<file path="config.mk">
export PLATFORM = sky130hd
export DESIGN_NAME = vga_frame_counter
export DESIGN_NICKNAME = d
export VERILOG_FILES = /design/src/rtl/vga_frame_counter.sv
export SDC_FILE = /design/constraint.sdc
export NUM_CORES = 1
export LEC_CHECK = 0
export ABC_AREA = 1
export CAP_MARGIN = 20
export CORE_AREA = 2 2 99 101
export CTS_CLUSTER_SIZE = 28
export DETAILED_ROUTE_END_ITERATION = 10
export DIE_AREA = 0 0 101 103
export GPL_TIMING_DRIVEN = 0
export PLACE_DENSITY = 0.57
export SYNTH_ARGS = -nofsm -noshare
export SYNTH_HDL_FRONTEND = slang
export SYNTH_SLANG_ARGS = --single-unit
</file>
<file path="constraint.sdc">
create_clock -name clk -period 2.1 [get_ports clk]
set_clock_uncertainty 0.15 [all_clocks]
set_input_delay 0.315 -clock clk [delete_from_list [all_inputs] [get_ports clk]]
set_output_delay 0.315 -clock clk [all_outputs]
set_load 0.05 [all_outputs]
</file>
<file path="src/rtl/vga_frame_counter.sv">
// vga_frame_counter
// Free-running VGA raster timing counter. It keeps three registered counters:
//   - the tick within the line
//   - the line within the frame
//   - the tick within the frame
// All three advance together, one tick per enabled clock.
// Pixel coordinates, the pixel strobe, the video-active flag and the line/frame
// end strobes are pure decodes of those registers. They are therefore valid in
// the same cycle as the counters they describe.
module vga_frame_counter #(
    parameter int TICKS_PER_LINE  = 1600,
    parameter int LINES_PER_FRAME = 525,
    parameter int PIX_DIV         = 2,
    parameter int H_VISIBLE       = 640,
    parameter int V_VISIBLE       = 480
) (
    input  logic        clk,
    input  logic        reset,
    input  logic        enable,
    output logic [19:0] cntVertical,
    output logic [10:0] cntHorizontal,
    output logic [9:0]  pixel_x,
    output logic [9:0]  pixel_y,
    output logic        pixel_tick,
    output logic        video_on,
    output logic        line_end,
    output logic        frame_end
);

    localparam int          FRAME_TICKS = TICKS_PER_LINE * LINES_PER_FRAME;
    localparam int          PIX_SHIFT   = $clog2(PIX_DIV);
    localparam logic [10:0] H_LAST      = 11'(TICKS_PER_LINE - 1);
    localparam logic [9:0]  V_LAST      = 10'(LINES_PER_FRAME - 1);
    localparam logic [19:0] F_LAST      = 20'(FRAME_TICKS - 1);
    localparam logic [10:0] PIX_MASK    = 11'(PIX_DIV - 1);
    localparam logic [9:0]  H_VIS       = 10'(H_VISIBLE);
    localparam logic [9:0]  V_VIS       = 10'(V_VISIBLE);

    logic [10:0] cnt_h_reg, cnt_h_next;
    logic [9:0]  line_reg,  line_next;
    logic [19:0] cnt_v_reg, cnt_v_next;
    logic        h_wrap;
    logic        v_wrap;
    logic [10:0] px_full;

    // The frame counter has its own incrementer.
    // Its wrap is derived from the line/row counters, never from its own value.
    // This keeps the three counters in lockstep by construction.
    always_comb begin
        h_wrap     = (cnt_h_reg == H_LAST);
        v_wrap     = h_wrap && (line_reg == V_LAST);
        cnt_h_next = h_wrap ? 11'd0 : cnt_h_reg + 11'd1;
        line_next  = line_reg;
        if (h_wrap) begin
            line_next = v_wrap ? 10'd0 : line_reg + 10'd1;
        end
        cnt_v_next = v_wrap ? 20'd0 : cnt_v_reg + 20'd1;
    end

    // Counter registers.
    // Reset wins over enable. Enable low freezes all state.
    always_ff @(posedge clk) begin
        if (reset) begin
            cnt_h_reg <= 11'd0;
            line_reg  <= 10'd0;
            cnt_v_reg <= 20'd0;
        end else if (enable) begin
            cnt_h_reg <= cnt_h_next;
            line_reg  <= line_next;
            cnt_v_reg <= cnt_v_next;
        end
    end

    // Output decodes of the registered counters.
    // PIX_DIV is a power of two, so the pixel index is a shift.
    // The end-of-pixel strobe fires when all of the low bits are ones.
    always_comb begin
        px_full       = cnt_h_reg >> PIX_SHIFT;
        cntVertical   = cnt_v_reg;
        cntHorizontal = cnt_h_reg;
        pixel_x       = px_full[9:0];
        pixel_y       = line_reg;
        pixel_tick    = ((cnt_h_reg & PIX_MASK) == PIX_MASK) && (cnt_h_reg != 11'd0 || PIX_DIV == 1);
        video_on      = (px_full[9:0] < H_VIS) && (line_reg < V_VIS);
        line_end      = h_wrap;
        frame_end     = (cnt_v_reg == F_LAST);
    end

endmodule
</file>
==> flow_summary.toml, run 1 <==
[run_status]
status = "finished, final reports clean"

[hold_path]
hold_depth = 2
holdPathEnd = "cntVertical[1]$_SDFFE_PP0P_"
hold_path_class = "in -> reg"
min_from = "reset"

[sta]
fmax_mhz = 487
period_needed_ns = 2.05
fin_crit_sh = 0.977
setup_viol = 0
maxSlewViolCount = 0
worst_slack_ns = 0.0485
rsz0062_at_grt = "true"
hold_viol = 0
slew-limit-headroom = 0.649
tightest_slew_ns = 0.525

[pwr]
p_int_w = 0.00106
swShare = 0.266
finalPower_w = 0.00144
net-switching-power_w = 0.000384
p_per_area_nw_per_um2 = 428
seqPwrFrac = 0.550
combPwrFrac = 0.089
clkPwrFrac = 0.361
leakagePower_nw = 1.57
ir_worst_vdd_mv = 0.238

[die]
fp.dieH_um = 103
core_area_um2 = 9460
ios = 58
fp.dieW_um = 101
rows = 36
initial_core_util = 0.262
die-area_um2 = 10400

[synth]
synth-async-reset-ratio = 0
ys_seq_elements = 41
yosys_warnings = 0
synthDistinctLibCells = 28
synth_edf_count = 0
netlist_instances = 378
syn_area_um2 = 2480
ys.flop_type = "dfxtp_1"
avgSynthCellArea_um2 = 6.55
syn_nets = 386
yosysSeqAreaShare = 0.331

[global_route]
antenna_found_initial = 0
grt_pass1_vias = 2361
grt_usage = 0.130
grt_pass1_wl_um = 10800
grt_max_degree = 13
overflow = 0

[clock_network]
insertion_delay_ns = 0.30
cts_tree = "yes"
cts_root_buf = "clkbuf_8"
numCtsBuffers = 5
cts.sinks = 41
htreeDepth = 2
path_clk_slew_ns = 0.08
cts_buffer_depth = 2

[route]
routedWlPerCell_um = 11.7
routed_wl_um = 6560
drc = 0
drt_iter0_drc = 68
ant_nets = 0
vias = 2530
viasPerCell = 4.52
firstDrtPassIters = 4

[job]
maxCapViolations = 0

[final_layout]
syn2layout_area_growth_pct = 36.1
fin_util = 0.356
final_cell_mix = "95 x nand2_1, 68 x nor2_1, 53 x inv_1, 34 x clkdlybuf4s50_1, 33 x dfxtp_1"
fillers = 1030
finalNetCount = 453
drive_gt1_frac = 0.146
diodes = 0
fin_cells = 560
final_common_cell = "nand2_1"

[setup_path]
crit_chain = "buf_4 -> clkdlybuf4s50_1"
reg2reg_depth = 10
r2r-start = "pixel_y[0]$_SDFFE_PP0P_"
end_kind = "output pin"
cp-start-kind = "flop"
timing.reg2reg.setup_slack_ns = 0.42
slowest_stage = "clkdlybuf4s50_1"
regToRegEndpoint = "cntVertical[14]$_SDFFE_PP0P_"
required_ns = 1.63
worst-path-buf-inv = 2
arrival_ns = 1.59
critPathKind = "reg -> out"
cpPeakStageDelay_ns = 0.79
crit_fanout = 3
crit_family = "buffers and inverters"

[placed_design]
dp_cells = 547
hpwlAfterDp_um = 4970
io_buffers = 55
gp_congestion = 0.849
dpl_worst_slack_ns = -0.345
[power groups by stage]
stage | Clock (W) | Sequential [W] | Combinational (W)
final | 0.000521 | 0.000793 | 0.000128
after global routing | 0.000574 | 0.000794 | 0.000139
after CTS | 0.000544 | 0.000793 | 0.000118
after detailed placement | 0 | 0.000812 | 0.000120
after global placement | 0 | 0.000812 | 0.000118
after floorplan | 0 | 0.000832 | 0.0000632
[worst max-delay path by stage]
stage | startpoint | to | depth (start not counted) | slack, ns
2_1_floorplan | cntHorizontal[10]$_SDFFE_PP0P_ | cntVertical[0]$_SDFFE_PP0P_ | 7 | 0.0009
5_1_grt | cntHorizontal[1]$_SDFFE_PP0P_ | line_end | 6 | -0.03
3_5_place_dp | cntHorizontal[1]$_SDFFE_PP0P_ | line_end | 6 | -0.35
6_report | cntVertical[0]$_SDFFE_PP0P_ | cntVertical[0] | 2 | 0.05
4_1_cts | pixel_y[5]$_SDFFE_PP0P_ | pixel_y[5] | 1 | 0.007
3_3_place_gp | cntHorizontal[1]$_SDFFE_PP0P_ | line_end | 6 | -0.35
[sequential cells by signal (all words and copies together), names as in the netlist]
name	count
pixel_y	10
cntHorizontal	11
cntVertical	20
[worst reg2reg max path, stage by stage (launching register included)]
cell and delay [ns]:
dfxtp_1 0.42, inv_1 0.09, ha_1 0.20, nand3_1 0.12, inv_1 0.05, nand3_1 0.10
nand2_1 0.10, nand2_4 0.10, buf_6 0.15, nand2_1 0.06, nor2_1 0.08
[synth_stat cells, types with 4 or more instances]
| library cell | n | area, um2 |
|---|---|---|
| buf_4 | 11 | 82.6 |
| dfxtp_1 | 41 | 821 |
| nor2_1 | 68 | 255 |
| nor3_1 | 11 | 55.1 |
| nand2_1 | 96 | 360 |
| inv_1 | 54 | 203 |
| a21oi_1 | 12 | 60.1 |
| o21ai_0 | 6 | 30.0 |
| nand3_1 | 18 | 90.1 |
| nand3b_1 | 4 | 30.0 |
| ha_1 | 5 | 62.6 |
| nor2_2 | 5 | 31.3 |
| nand4_1 | 12 | 75.1 |
| xor2_1 | 8 | 70.1 |
[timing repair]
| item | CTS | global route |
|---|---|---|
| buffers inserted | 0 | 5 |
| pin swaps | 1 | 5 |
| setup endpoints to repair | 13 | 11 |
| hold buffers | 0 | 0 |
| gates resized for setup | 35 | 17 |
[through the flow]
step	TNS [ns]	cell area [um2]	hold slack, ns
after floorplan	0	2500	0.404
after global placement	-0.821	3200	0.333
after detailed placement	-0.800	3200	0.339
after CTS	0	3280	0.158
after global routing	-0.0357	3370	0.169
final	0	3370	0.158
[cell families (layout without fill, tap and decap cells)]
group / Yosys count / in the layout / synth area share
and+or+nand+nor: 228 / 228 / 0.423
DFF: 41 / 41 / 0.331
adders and majority gates: 5 / 5 / 0.0253
AOI/OAI and AO/OA: 23 / 23 / 0.0515
buffers and inverters: 70 / 138 / 0.130
xor gates and xnor gates: 11 / 11 / 0.0389
[layer usage]
metal | up-vias | wire length (um) | track usage
li1 | 1300 | - | -
met1 | 1171 | 3180 | 0.166
met2 | 49 | 3030 | 0.221
met3 | 10 | 261 | 0.0258
met4 | 0 | 98 | 0.0437
met5 | - | 0 | 0
[area by class of cell]
class                   count  area [um2]  share of cell area
multi-input cells         267        1390               0.411
plain buffers              16         119              0.0353
clock buffers               6        72.6              0.0215
clock inverters             2        10.0             0.00297
repair buffers             60         598               0.177
well taps                 114         143              0.0423
inverters                  54         203              0.0602
flip-flops and latches     41         838               0.249
Note: power is estimated with default switching activity, not from simulation.
==> run 2, diff against run 1 <==
HOLD_SLACK_MARGIN = 0.05   (was not set)
==> results of run 2 <==
The final DEF is identical to that of run 1; final timing and power are the same.
==> run 3, diff against run 2 <==
CELL_PAD_IN_SITES_DETAIL_PLACEMENT = 0   (was not set)
CELL_PAD_IN_SITES_GLOBAL_PLACEMENT = 2   (was not set)
CORE_AREA = 2 2 101 103   (was 2 2 99 101)
DIE_AREA = 0 0 103 105   (was 0 0 101 103)
MAX_ROUTING_LAYER = met4   (was not set)
PLACE_DENSITY = 0.86   (was 0.57)
SLEW_MARGIN = 20   (was not set)
==> run 3 against run 2 <==
Compared with the run above: first-iteration DRC count is 15% higher; non-clock buffer count is the same; highest routed layer unchanged; total power up 11%; critical path depth down 1; largest power group unchanged; sequential share of layout area decreased by 0.49 points; worst hold slack gained 0.024 ns; register-to-register slack worse by 0.02 ns.
==> flow_summary.toml, run 3 (synthesis gave the netlist of run 1 again) <==
[sta]
setup_viol = 0
slew-limit-headroom = 0.660
maxSlewViolCount = 0
fin_setup_tns_ns = 0
period_needed_ns = 2.04
hold_viol = 0
fin_crit_sh = 0.973
holdWs_ns = 0.182
fmax_mhz = 489
tightest_slew_ns = 0.509

[pwr]
net-switching-power_w = 0.000383
p_per_area_nw_per_um2 = 465
combPwrFrac = 0.081
seqPwrFrac = 0.496
p_int_w = 0.00122
swShare = 0.239
leakagePower_nw = 1.65
clkPwrFrac = 0.423
ir_worst_vdd_mv = 0.220

[route]
drt_iter0_drc = 78
vias = 2478
firstDrtPassIters = 4
ant_nets = 0
drc = 0
viasPerCell = 4.28
routed_wl_um = 6850
routedWlPerCell_um = 11.8

[final_layout]
syn2layout_area_growth_pct = 38.8
final_common_cell = "nand2_1"
diodes = 0
fin_cells = 579
drive_gt1_frac = 0.146
final_cell_mix = "95 x nand2_1, 68 x nor2_1, 53 x inv_1, 33 x dfxtp_1, 31 x clkdlybuf4s50_1"
largest_reg_flops = 20
finalNetCount = 453
fin_util = 0.357

[global_route]
overflow = 0
grt_max_degree = 13
grt_usage = 0.139
grt_pass1_wl_um = 11800
grt_pass1_vias = 2538
antenna_found_initial = 0

[run_status]
status = "finished, final reports clean"

[clock_network]
cts_buffer_depth = 2
path_clk_slew_ns = 0.08
htreeDepth = 2
numCtsBuffers = 5
cts_tree = "yes"
cts.sinks = 41
holdBufCountCts = 0
cts_root_buf = "clkbuf_8"
insertion_delay_ns = 0.29

[placed_design]
gp_congestion = 0.818
dp_cells = 566
io_buffers = 55
hpwlAfterDp_um = 5220

[setup_path]
required_ns = 1.63
end_kind = "output pin"
arrival_ns = 1.58
crit_chain = "clkdlybuf4s50_1"
slowest_stage = "clkdlybuf4s50_1"
crit_fanout = 5
critPathKind = "reg -> out"
cp-start-kind = "flop"
cpPeakStageDelay_ns = 0.85
timing.reg2reg.setup_slack_ns = 0.40
crit_family = "buffers and inverters"
worst-path-buf-inv = 1

[job]
maxCapViolations = 0

[hold_path]
hold_path_class = "in -> reg"

[die]
die-area_um2 = 10800
initial_core_util = 0.257
fp.dieW_um = 103
ios = 58
core_area_um2 = 9640
rows = 36
fp.dieH_um = 105
==> run 3: repair_timing <==
item,4_1_cts,5_1_grt
resized for setup,35,24
pin swaps,1,5
setup endpoints to repair,13,15
setup buffers,0,5
==> run 3: path summary, 6_finish.rpt <==
kind / startpoint / end / cells past startpoint
worst min-delay path: reset / cntVertical[1]$_SDFFE_PP0P_ / 2
worst max register to register: pixel_y[0]$_SDFFE_PP0P_ / pixel_y[8]$_SDFFE_PP0P_ / 10
worst max-delay path: cntVertical[2]$_SDFFE_PP0P_ / cntVertical[2] / 1
worst min register to register: cntVertical[15]$_SDFFE_PP0P_ / cntVertical[15]$_SDFFE_PP0P_ / 2
==> run 3: final cells by class <==
type,count,area (um2)
clock buffer,7,86.3
tap,133,166
multi-input combinational,267,1400
sequential,41,838
clock inverter,1,30.0
timing repair buffer,60,599
fill,1072,6200
buffer,16,119
inverter,54,203
==> run 3: per-layer routing <==
| layer | routed length, um | track usage | vias to the layer above |
|---|---|---|---|
| met5 | 0 | - | - |
| met4 | 78 | 0.0310 | 0 |
| met3 | 260 | 0.0241 | 8 |
| met2 | 3150 | 0.220 | 53 |
| met1 | 3360 | 0.184 | 1113 |
| li1 | - | - | 1304 |
==> run 3: stage by stage <==
| stage | instance area, um2 | power, W | setup slack, ns |
|---|---|---|---|
| 2_1_floorplan | 2500 | 0.000895 | 0.000926 |
| 3_3_place_gp | 3220 | 0.000932 | -0.364 |
| 3_5_place_dp | 3220 | 0.000933 | -0.355 |
| 4_1_cts | 3340 | 0.00162 | 0.00305 |
| 5_1_grt | 3440 | 0.00167 | -0.00511 |
| 6_report | 3440 | 0.00160 | 0.0570 |
==> run 3: power by group through the flow <==
stage | clock (W) | sequential, W | combinational, W
CTS | 0.000701 | 0.000794 | 0.000121
global placement | 0 | 0.000811 | 0.000121
detailed placement | 0 | 0.000811 | 0.000122
global route | 0.000734 | 0.000795 | 0.000141
finish | 0.000676 | 0.000794 | 0.000129
floorplan | 0 | 0.000832 | 0.0000632
